### config.mk
export PLATFORM = sky130hd
export DESIGN_NAME = icache_refill_ctrl_flat
export DESIGN_NICKNAME = d
export VERILOG_FILES = /design/src/rtl/icache_refill_ctrl_pkg.sv /design/src/rtl/icache_refill_ctrl_if.sv /design/src/rtl/icache_refill_ctrl_line_assembler.sv /design/src/rtl/icache_refill_ctrl.sv /design/src/flat_wrapper.sv
export SDC_FILE = /design/constraint.sdc
export NUM_CORES = 1
export LEC_CHECK = 0
export BUFFER_PORTS_ARGS = -buffer_cell sky130_fd_sc_hd__clkbuf_2
export CAP_MARGIN = 20
export CORE_MARGIN = 2
export CORE_UTILIZATION = 30
export CTS_CLUSTER_SIZE = 16
export DETAILED_ROUTE_END_ITERATION = 7
export GPL_ROUTABILITY_DRIVEN = 0
export SYNTH_ARGS = -nofsm -noshare
export SYNTH_HDL_FRONTEND = slang
export SYNTH_SLANG_ARGS = --single-unit
### constraint.sdc
create_clock -name clk -period 2.7 [get_ports clk]
set_input_delay 0.27 -clock clk [delete_from_list [all_inputs] [get_ports clk]]
set_output_delay 0.27 -clock clk [all_outputs]
set_load 0.05 [all_outputs]
### src/rtl/icache_refill_ctrl_pkg.sv
// Shared types and helpers for the instruction-cache refill sequencer.
package icache_refill_ctrl_pkg;

    typedef enum logic [1:0] {
        IDLE  = 2'd0,
        REQ   = 2'd1,
        FILL  = 2'd2,
        WRITE = 2'd3
    } refill_state_t;

    // Width of one IRAM beat.
    localparam int BEAT_BITS = 32;

    // Mask that clears the low 'offs' address bits, giving a block-aligned address.
    function automatic logic [63:0] block_mask(input int offs);
        logic [63:0] m;
        m = '1;
        return m << offs;
    endfunction

endpackage

### src/rtl/icache_refill_ctrl_if.sv
// Fetch / cache / IRAM signal bundle seen by the refill sequencer.
interface icache_refill_ctrl_if
    import icache_refill_ctrl_pkg::*;
#(
    parameter int PC_SIZE    = 32,
    parameter int BLOCK_BITS = 128
);
    logic [PC_SIZE-1:0]    fetch_pc;
    logic                  fetch_valid;
    logic                  flush;
    logic                  cache_hit;
    logic [PC_SIZE-1:0]    cache_pc;
    logic                  cache_we;
    logic [0:BLOCK_BITS-1] cache_block;
    logic                  stall;
    logic                  mem_req;
    logic [PC_SIZE-1:0]    mem_addr;
    logic                  mem_gnt;
    logic                  mem_rvalid;
    logic [BEAT_BITS-1:0]  mem_rdata;
    logic                  mem_err;
    logic                  refill_err;
    logic [31:0]           miss_cnt;

    // Sequencer side.
    modport master (
        input  fetch_pc, fetch_valid, flush, cache_hit,
        input  mem_gnt, mem_rvalid, mem_rdata, mem_err,
        output cache_pc, cache_we, cache_block, stall,
        output mem_req, mem_addr, refill_err, miss_cnt
    );

    // Fetch unit, cache and IRAM side.
    modport slave (
        output fetch_pc, fetch_valid, flush, cache_hit,
        output mem_gnt, mem_rvalid, mem_rdata, mem_err,
        input  cache_pc, cache_we, cache_block, stall,
        input  mem_req, mem_addr, refill_err, miss_cnt
    );

endinterface

### src/rtl/icache_refill_ctrl_line_assembler.sv
// Collects IRAM beats into one cache block; beat 0 lands in block bits [0:31].
module line_assembler
    import icache_refill_ctrl_pkg::*;
#(
    parameter int BEATS = 4
) (
    input  logic                         clk,
    input  logic                         nrst,
    input  logic                         clr,
    input  logic                         load,
    input  logic [BEAT_BITS-1:0]         data,
    output logic                         last,
    output logic [0:BEATS*BEAT_BITS-1]   block
);
    localparam int CNT_W = (BEATS > 1) ? $clog2(BEATS) : 1;

    logic [CNT_W-1:0] beat_cnt;

    // Beat counter restarts at each grant; each loaded beat goes into its slot unchanged.
    always_ff @(posedge clk) begin
        if (!nrst) begin
            beat_cnt <= '0;
            block    <= '0;
        end else begin
            if (clr)
                beat_cnt <= '0;
            else if (load)
                beat_cnt <= beat_cnt + 1'b1;
            for (int i = 0; i < BEATS; i++) begin
                if (load && beat_cnt == CNT_W'(i))
                    block[i*BEAT_BITS +: BEAT_BITS] <= data;
            end
        end
    end

    assign last = (beat_cnt == CNT_W'(BEATS - 1));

endmodule

### src/rtl/icache_refill_ctrl.sv
// Miss/refill sequencer: stalls fetch on a miss, fetches the line from IRAM,
// writes the assembled block into the cache and counts misses.
module icache_refill_ctrl
    import icache_refill_ctrl_pkg::*;
#(
    parameter int PC_SIZE    = 32,
    parameter int BLOCK_BITS = 128
) (
    input  logic                  clk,
    input  logic                  nrst,
    icache_refill_ctrl_if.master  bus
);
    localparam int BEATS = BLOCK_BITS / BEAT_BITS;
    localparam int OFFS  = $clog2(BLOCK_BITS / 8);
    localparam logic [PC_SIZE-1:0] ALIGN_MASK = PC_SIZE'(block_mask(OFFS));

    refill_state_t         state, state_nxt;
    logic [PC_SIZE-1:0]    miss_addr;
    logic [31:0]           miss_cnt;
    logic                  miss_det;
    logic                  asm_clr, asm_load, asm_last;
    logic [0:BLOCK_BITS-1] asm_block;
    logic [PC_SIZE-1:0]    cache_pc;
    logic                  stall, mem_req, cache_we, refill_err;

    line_assembler #(.BEATS(BEATS)) u_line_assembler (
        .clk   (clk),
        .nrst  (nrst),
        .clr   (asm_clr),
        .load  (asm_load),
        .data  (bus.mem_rdata),
        .last  (asm_last),
        .block (asm_block)
    );

    // State register.
    always_ff @(posedge clk) begin
        if (!nrst)
            state <= IDLE;
        else
            state <= state_nxt;
    end

    // Next state and outputs; miss detection is held off while reset is asserted.
    always_comb begin
        state_nxt  = state;
        cache_pc   = miss_addr;
        stall      = 1'b0;
        mem_req    = 1'b0;
        cache_we   = 1'b0;
        refill_err = 1'b0;
        miss_det   = 1'b0;
        asm_clr    = 1'b0;
        asm_load   = 1'b0;
        case (state)
            IDLE: begin
                cache_pc = bus.fetch_pc;
                miss_det = nrst & bus.fetch_valid & ~bus.cache_hit & ~bus.flush;
                stall    = miss_det;
                if (miss_det)
                    state_nxt = REQ;
            end
            REQ: begin
                stall   = 1'b1;
                mem_req = 1'b1;
                if (bus.mem_gnt) begin
                    asm_clr   = 1'b1;
                    state_nxt = FILL;
                end
            end
            FILL: begin
                stall = 1'b1;
                if (bus.mem_rvalid) begin
                    if (bus.mem_err) begin
                        refill_err = 1'b1;
                        state_nxt  = IDLE;
                    end else begin
                        asm_load = 1'b1;
                        if (asm_last)
                            state_nxt = WRITE;
                    end
                end
            end
            WRITE: begin
                stall     = 1'b1;
                cache_we  = 1'b1;
                state_nxt = IDLE;
            end
            default: state_nxt = IDLE;
        endcase
    end

    // Latch the block-aligned miss address and count misses, saturating at all-ones.
    always_ff @(posedge clk) begin
        if (!nrst) begin
            miss_addr <= '0;
            miss_cnt  <= '0;
        end else if (miss_det) begin
            miss_addr <= bus.fetch_pc & ALIGN_MASK;
            if (miss_cnt != 32'hFFFF_FFFF)
                miss_cnt <= miss_cnt + 32'd1;
        end
    end

    assign bus.cache_pc    = cache_pc;
    assign bus.cache_we    = cache_we;
    assign bus.cache_block = asm_block;
    assign bus.stall       = stall;
    assign bus.mem_req     = mem_req;
    assign bus.mem_addr    = miss_addr;
    assign bus.refill_err  = refill_err;
    assign bus.miss_cnt    = miss_cnt;

endmodule
### src/flat_wrapper.sv
// flat-port wrapper written by rule: the top's interface ports become plain ports
module icache_refill_ctrl_flat import icache_refill_ctrl_pkg::*;
#(
    parameter int PC_SIZE    = 32,
    parameter int BLOCK_BITS = 128
)
  (clk, nrst, bus_fetch_pc, bus_fetch_valid, bus_flush, bus_cache_hit, bus_mem_gnt, bus_mem_rvalid, bus_mem_rdata, bus_mem_err, bus_cache_pc, bus_cache_we, bus_cache_block, bus_stall, bus_mem_req, bus_mem_addr, bus_refill_err, bus_miss_cnt);
  icache_refill_ctrl_if #(.PC_SIZE(PC_SIZE), .BLOCK_BITS(BLOCK_BITS)) bus_i ();
  input  logic clk;
  input  logic nrst;
  input wire logic [$bits(bus_i.fetch_pc)-1:0] bus_fetch_pc;
  input wire logic [$bits(bus_i.fetch_valid)-1:0] bus_fetch_valid;
  input wire logic [$bits(bus_i.flush)-1:0] bus_flush;
  input wire logic [$bits(bus_i.cache_hit)-1:0] bus_cache_hit;
  input wire logic [$bits(bus_i.mem_gnt)-1:0] bus_mem_gnt;
  input wire logic [$bits(bus_i.mem_rvalid)-1:0] bus_mem_rvalid;
  input wire logic [$bits(bus_i.mem_rdata)-1:0] bus_mem_rdata;
  input wire logic [$bits(bus_i.mem_err)-1:0] bus_mem_err;
  output wire logic [$bits(bus_i.cache_pc)-1:0] bus_cache_pc;
  output wire logic [$bits(bus_i.cache_we)-1:0] bus_cache_we;
  output wire logic [$bits(bus_i.cache_block)-1:0] bus_cache_block;
  output wire logic [$bits(bus_i.stall)-1:0] bus_stall;
  output wire logic [$bits(bus_i.mem_req)-1:0] bus_mem_req;
  output wire logic [$bits(bus_i.mem_addr)-1:0] bus_mem_addr;
  output wire logic [$bits(bus_i.refill_err)-1:0] bus_refill_err;
  output wire logic [$bits(bus_i.miss_cnt)-1:0] bus_miss_cnt;
  assign bus_i.fetch_pc = bus_fetch_pc;
  assign bus_i.fetch_valid = bus_fetch_valid;
  assign bus_i.flush = bus_flush;
  assign bus_i.cache_hit = bus_cache_hit;
  assign bus_i.mem_gnt = bus_mem_gnt;
  assign bus_i.mem_rvalid = bus_mem_rvalid;
  assign bus_i.mem_rdata = bus_mem_rdata;
  assign bus_i.mem_err = bus_mem_err;
  assign bus_cache_pc = bus_i.cache_pc;
  assign bus_cache_we = bus_i.cache_we;
  assign bus_cache_block = bus_i.cache_block;
  assign bus_stall = bus_i.stall;
  assign bus_mem_req = bus_i.mem_req;
  assign bus_mem_addr = bus_i.mem_addr;
  assign bus_refill_err = bus_i.refill_err;
  assign bus_miss_cnt = bus_i.miss_cnt;
  icache_refill_ctrl #(.PC_SIZE(PC_SIZE), .BLOCK_BITS(BLOCK_BITS)) u_core (.clk(clk), .nrst(nrst), .bus(bus_i));
endmodule
-- Word-level counts from Yosys, hierarchy flattened
Cells that the tools add are included.
- add/subtract/negate cells: 2
- eq/ne operators: 11
- multiplexer cells: 19
- bitwise operators: 6
- reductions and logical operators: 10
- operator list (operator ; count):
    $add A32 B1 Y32 const B ; 1
    $mux W32 ; 1
    $ne A32 B32 Y1 const B ; 1
    $mux W1 ; 11
    $mux W2 ; 5
    $eq A2 B2 Y1 const B ; 4
    $pmux W2 S4 ; 1
    $eq A2 B1 Y1 const B ; 2
    $logic_and A1 B1 Y1 ; 4
    $logic_not A2 Y1 ; 2
    $ne A2 B2 Y1 const B ; 2
    $reduce_and A4 Y1 ; 1
    $and A1 B1 Y1 ; 3
    $ne A3 B2 Y1 const B ; 1
    $not A1 Y1 ; 3
    $reduce_or A3 Y1 ; 1
    $add A2 B1 Y2 const B ; 1
    $ne A2 B1 Y1 const B ; 1
    $pmux W1 S2 ; 1
    $reduce_and A2 Y1 ; 1
    $reduce_or A2 Y1 ; 1
- register bits: 192
- bits of input ports: 72
- output and inout bits: 228
- logic and storage cells: 56

-- Logic depth before layout (Yosys ltp)
- depth in word-level cells: 5
- mapped depth: 8
- mapped depth without buffers: 6

-- By module
A second synthesis with hierarchy kept.
- cells, all modules: 855
- area total of the unflattened synthesis: 8137.8 µm²
- modules (own cells, without submodules) (module ; instances ; cells each ; area an instance (µm²) ; seq. area each (µm²)):
    line_assembler ; 1 ; 464 ; 4860.9 ; 2602.5
    icache_refill_ctrl ; 1 ; 391 ; 3276.9 ; 1241.2

-- Worst setup path after synthesis
OpenSTA, ideal clock, no wires.
- kind: register to register
- from: register u_core.miss_cnt[0], in the netlist u_core.bus.miss_cnt[0]
- to: register u_core.miss_cnt[6], in the netlist u_core.bus.miss_cnt[6]
- library setup time: 0.070 ns
- arrival time: 2.447 ns
- data required time: 2.630 ns
- path slack: 0.182 ns
- cell stages (with the launch flop): 8
- cell sequence: dfxtp_1 ha_1 nand3_1 or4_1 nor3_1 buf_2 o21ai_0 a21oi_1
- cells in the longest elaborated chain, start to end: 2
- RTL lines (item ; line ; source):
    start: declaration ; icache_refill_ctrl.sv:19 ; logic [31:0] miss_cnt;
    start signal: assignment ; icache_refill_ctrl.sv:101 ; miss_cnt <= miss_cnt + 32'd1;
    branches (longest 2 deep; another with $add A32 B1 Y32) ; -- ;
Several ways; the timed one is not identified.
A chain may end at the register's enable or synchronous reset.

-- Worst setup path in the final report
- from: register u_core.state[0]
- to: output port bus_cache_pc[24]
- cells in the longest elaborated chain, start to end: 2
- RTL lines (item ; line ; source):
    start: declaration ; icache_refill_ctrl.sv:17 ; refill_state_t state, state_nxt;
    start signal: assignment ; icache_refill_ctrl.sv:41 ; state <= state_nxt;
    $logic_not A2 Y1 ; icache_refill_ctrl.sv:55 ; case (state)
    $mux W32 ; icache_refill_ctrl.sv:55 ;
    end: declaration ; flat_wrapper.sv:19 ; output wire logic [$bits(bus_i.cache_pc)-1:0] bus_cache_pc;
Every way passes these cells.

==> flow_summary.toml <==
[run_status]
status = "complete, no violations"

[pwr]
peakVddDrop_mv = 0.331
p_int_mw = 4.38
p_sw_mw = 1.58
combPwrFrac_pct = 7.3
leakagePower_nw = 4.05
sw_frac_of_total_pct = 26.5
p_per_area_nw_per_um2 = 591
pwr-share-clk_pct = 44.8
pwr-share-seq_pct = 47.8

[die]
die-area_sq_um = 26700
ios = 300
die_h_um = 163
initial_utilization_pct = 30.4
row_count = 58
core_area_sq_um = 25000
die_width_um = 163

[sta]
clock_skew_ns = 0.0119
finalSetupTns_ns = 0
drv_slew = 0
grt_setup_unrepaired = "false"
setup-violations-final = 0
finalCriticalPeriod_ns = 2.30
fmax_mhz = 435
hold_violations = 0
slew-limit-headroom_pct = 55.3
fin_ws_ns = 0.399
worst_pin_slew_ns = 0.666
fin_crit_sh_pct = 85.2

[global_route]
grt_pass1_vias = 6961
grt_antenna_before_repair = 0
grt_pass1_wl_mm = 37.6
grt_max_degree = 64
gr-total-overflow = 0
grt.total_usage_pct = 17.8

[routing]
drc = 0
drtPass1Iterations = 5
viasPerCell = 4.73
wl_mm = 24.2
routedWlPerCell_um = 15.4
vias = 7418
drtIter0Drc = 531
ant_nets = 0

[clocking]
cts_buffer_depth = 2
cts_sinks = 192
cts_hold_repair.buffers = 0
cts_resized = 0
root_buffer = "clkbuf_16"
cts_buffers = 17
post_cts_buffers = 0
cts_tree = "yes"
cts.htree.levels = 4
path_clk_slew_ns = 0.08
insertion_delay_ns = 0.42

[run]
cap_violations = 0

[final_layout]
n_fill_cell = 2605
antennaDiodeCount = 0
syn_to_final_growth_pct = 32.3
finish.net_count = 1303
postLayoutCoreUtil_pct = 40.3
final_cells = 1569
layout-drive-gt1-share_pct = 31.6

[logic_synthesis]
yosysWarnings = 0
syn_area_sq_um = 7620
ys_seq_area_share_pct = 50.4
synth_cells = 953
avgSynthCellArea_sq_um = 8.00
ys_types = 46
ys_seq_elements = 192

[min_path]
hold_class = "input port to flop"

[place]
placedCellCount = 1537
place.detailed.hpwl_mm = 17.0
io_buffers = 295
pre_cts_ws_ns = 0.478

[critical_path]
crit_path_max_fanout = 33
endpoint_kind = "output pin"
cp-start-kind = "flop"
critical_path_class = "flop to output pin"
crit_required_ns = 2.43
arrival_ns = 2.03
cells in the final DEF (no fill, tap or decap), types with 5 or more instances in the layout:
cell,instances
or3_1,13
buf_4,25
nand2_1,335
inv_1,5
nand3_1,12
a21oi_1,181
and2_1,10
clkbuf_2,295
and3_1,9
o21ai_0,15
nor2_1,9
or4_1,9
o31ai_1,9
ha_1,5
mux2_2,28
clkbuf_16,17
dfxtp_1,192
nand4_1,8
final cells by class:
cell class                 instances  area [sq um]  area share [%]
multi-input combinational        687          3470            34.4
clock inverter                    15           198            1.96
inverter                           6          27.5           0.273
clock buffer                      17           425            4.22
tap                              330           413            4.09
timing repair buffer             322          1700            16.9
sequential                       192          3840            38.1
synth_stat cells (all sizes together):
cell	instances	share of area, %
xor2	3	0.34
nand3	12	0.79
mux2	28	4.1
or3	13	1.1
ha	5	0.82
xnor2	3	0.34
a21oi	181	12
nand2	335	16
nor3	4	0.33
o21a	2	0.20
clkbuf	60	3.0
nand4bb	1	0.15
or4	10	1.0
conb	1	0.049
o31ai	9	0.89
a2111oi	1	0.36
o21ai	15	0.98
and2	10	0.82
dfxtp	192	50
nor3b	1	0.099
nand2b	2	0.16
buf	11	0.95
and4	3	0.34
and3	9	0.74
o2111ai	2	0.46
nor2	11	0.54
nand4	8	0.66
inv	5	0.25
o211ai	3	0.30
o31a	1	0.11
a31oi	1	0.082
or2	2	0.16
a211oi	1	0.099
clkinv	1	0.049
mux2i	3	0.39
nor4	3	0.44
nor2b	1	0.082
critical path: stages (launching register included):
cell and delay, ns:
dfxtp_1 0.32, buf_4 0.16, nor2_2 0.08, buf_4 0.37
mux2_2 0.42, clkbuf_2 0.24
worst paths after layout:
check	from	cells after the start	endpoint	slack [ns]
min reg2reg	u_core.u_line_assembler.block[107]	2	u_core.u_line_assembler.block[107]	0.45
max reg2reg	u_core.state[1]	5	u_core.bus.miss_cnt[31]	0.48
min	bus_fetch_pc[10]	3	u_core.bus.mem_addr[10]	0.07
max	u_core.state[0]	5	bus_cache_pc[24]	0.40
power groups by stage:
stage               clock network (mW)  registers, mW  logic [mW]
finish                            2.67           2.85       0.438
global route                      2.85           2.85       0.464
CTS                               2.75           2.85       0.441
detailed placement                   0           2.92       0.439
global placement                     0           2.92       0.439
floorplan                            0           2.95       0.252
through the flow:
step	total power, mW	area [sq um]	hold WS (ns)
after CTS	6.04	10100	0.0433
after floorplan	3.20	7630	0.406
after global routing	6.17	10100	0.0573
after global placement	3.35	9460	0.441
after detailed placement	3.36	9460	0.446
final	5.96	10100	0.0693
cells by family (layout without fill, tap and decap cells):
logic type               Yosys count  after routing  synth area share, %
AND/OR/NAND/NOR                  425            425                 23.9
AO/OA/AOI/OAI                    216            216                 15.4
flip-flops                       192            192                 50.4
buffers and inverters             77            360                 4.20
multiplexers                      31             31                 4.53
XOR/XNOR                           6              6                0.690
adder cells (fa/ha/maj)            5              5                0.821
other                              1              4               0.0492
sequential cells by signal (all words and copies together) (netlist names):
name,flops
u_core.bus.mem_addr,28
u_core.u_line_assembler.beat_cnt,2
u_core.bus.miss_cnt,32
u_core.state,2
u_core.u_line_assembler.block,128
per-layer routing:
metal / share of wire, % / track usage, %
met5: 0 / 0
met4: 1.1 / 3.94
met3: 7.1 / 4.67
met2: 48 / 30.4
met1: 44 / 22.6
Power figures use the tool's default switching activity.
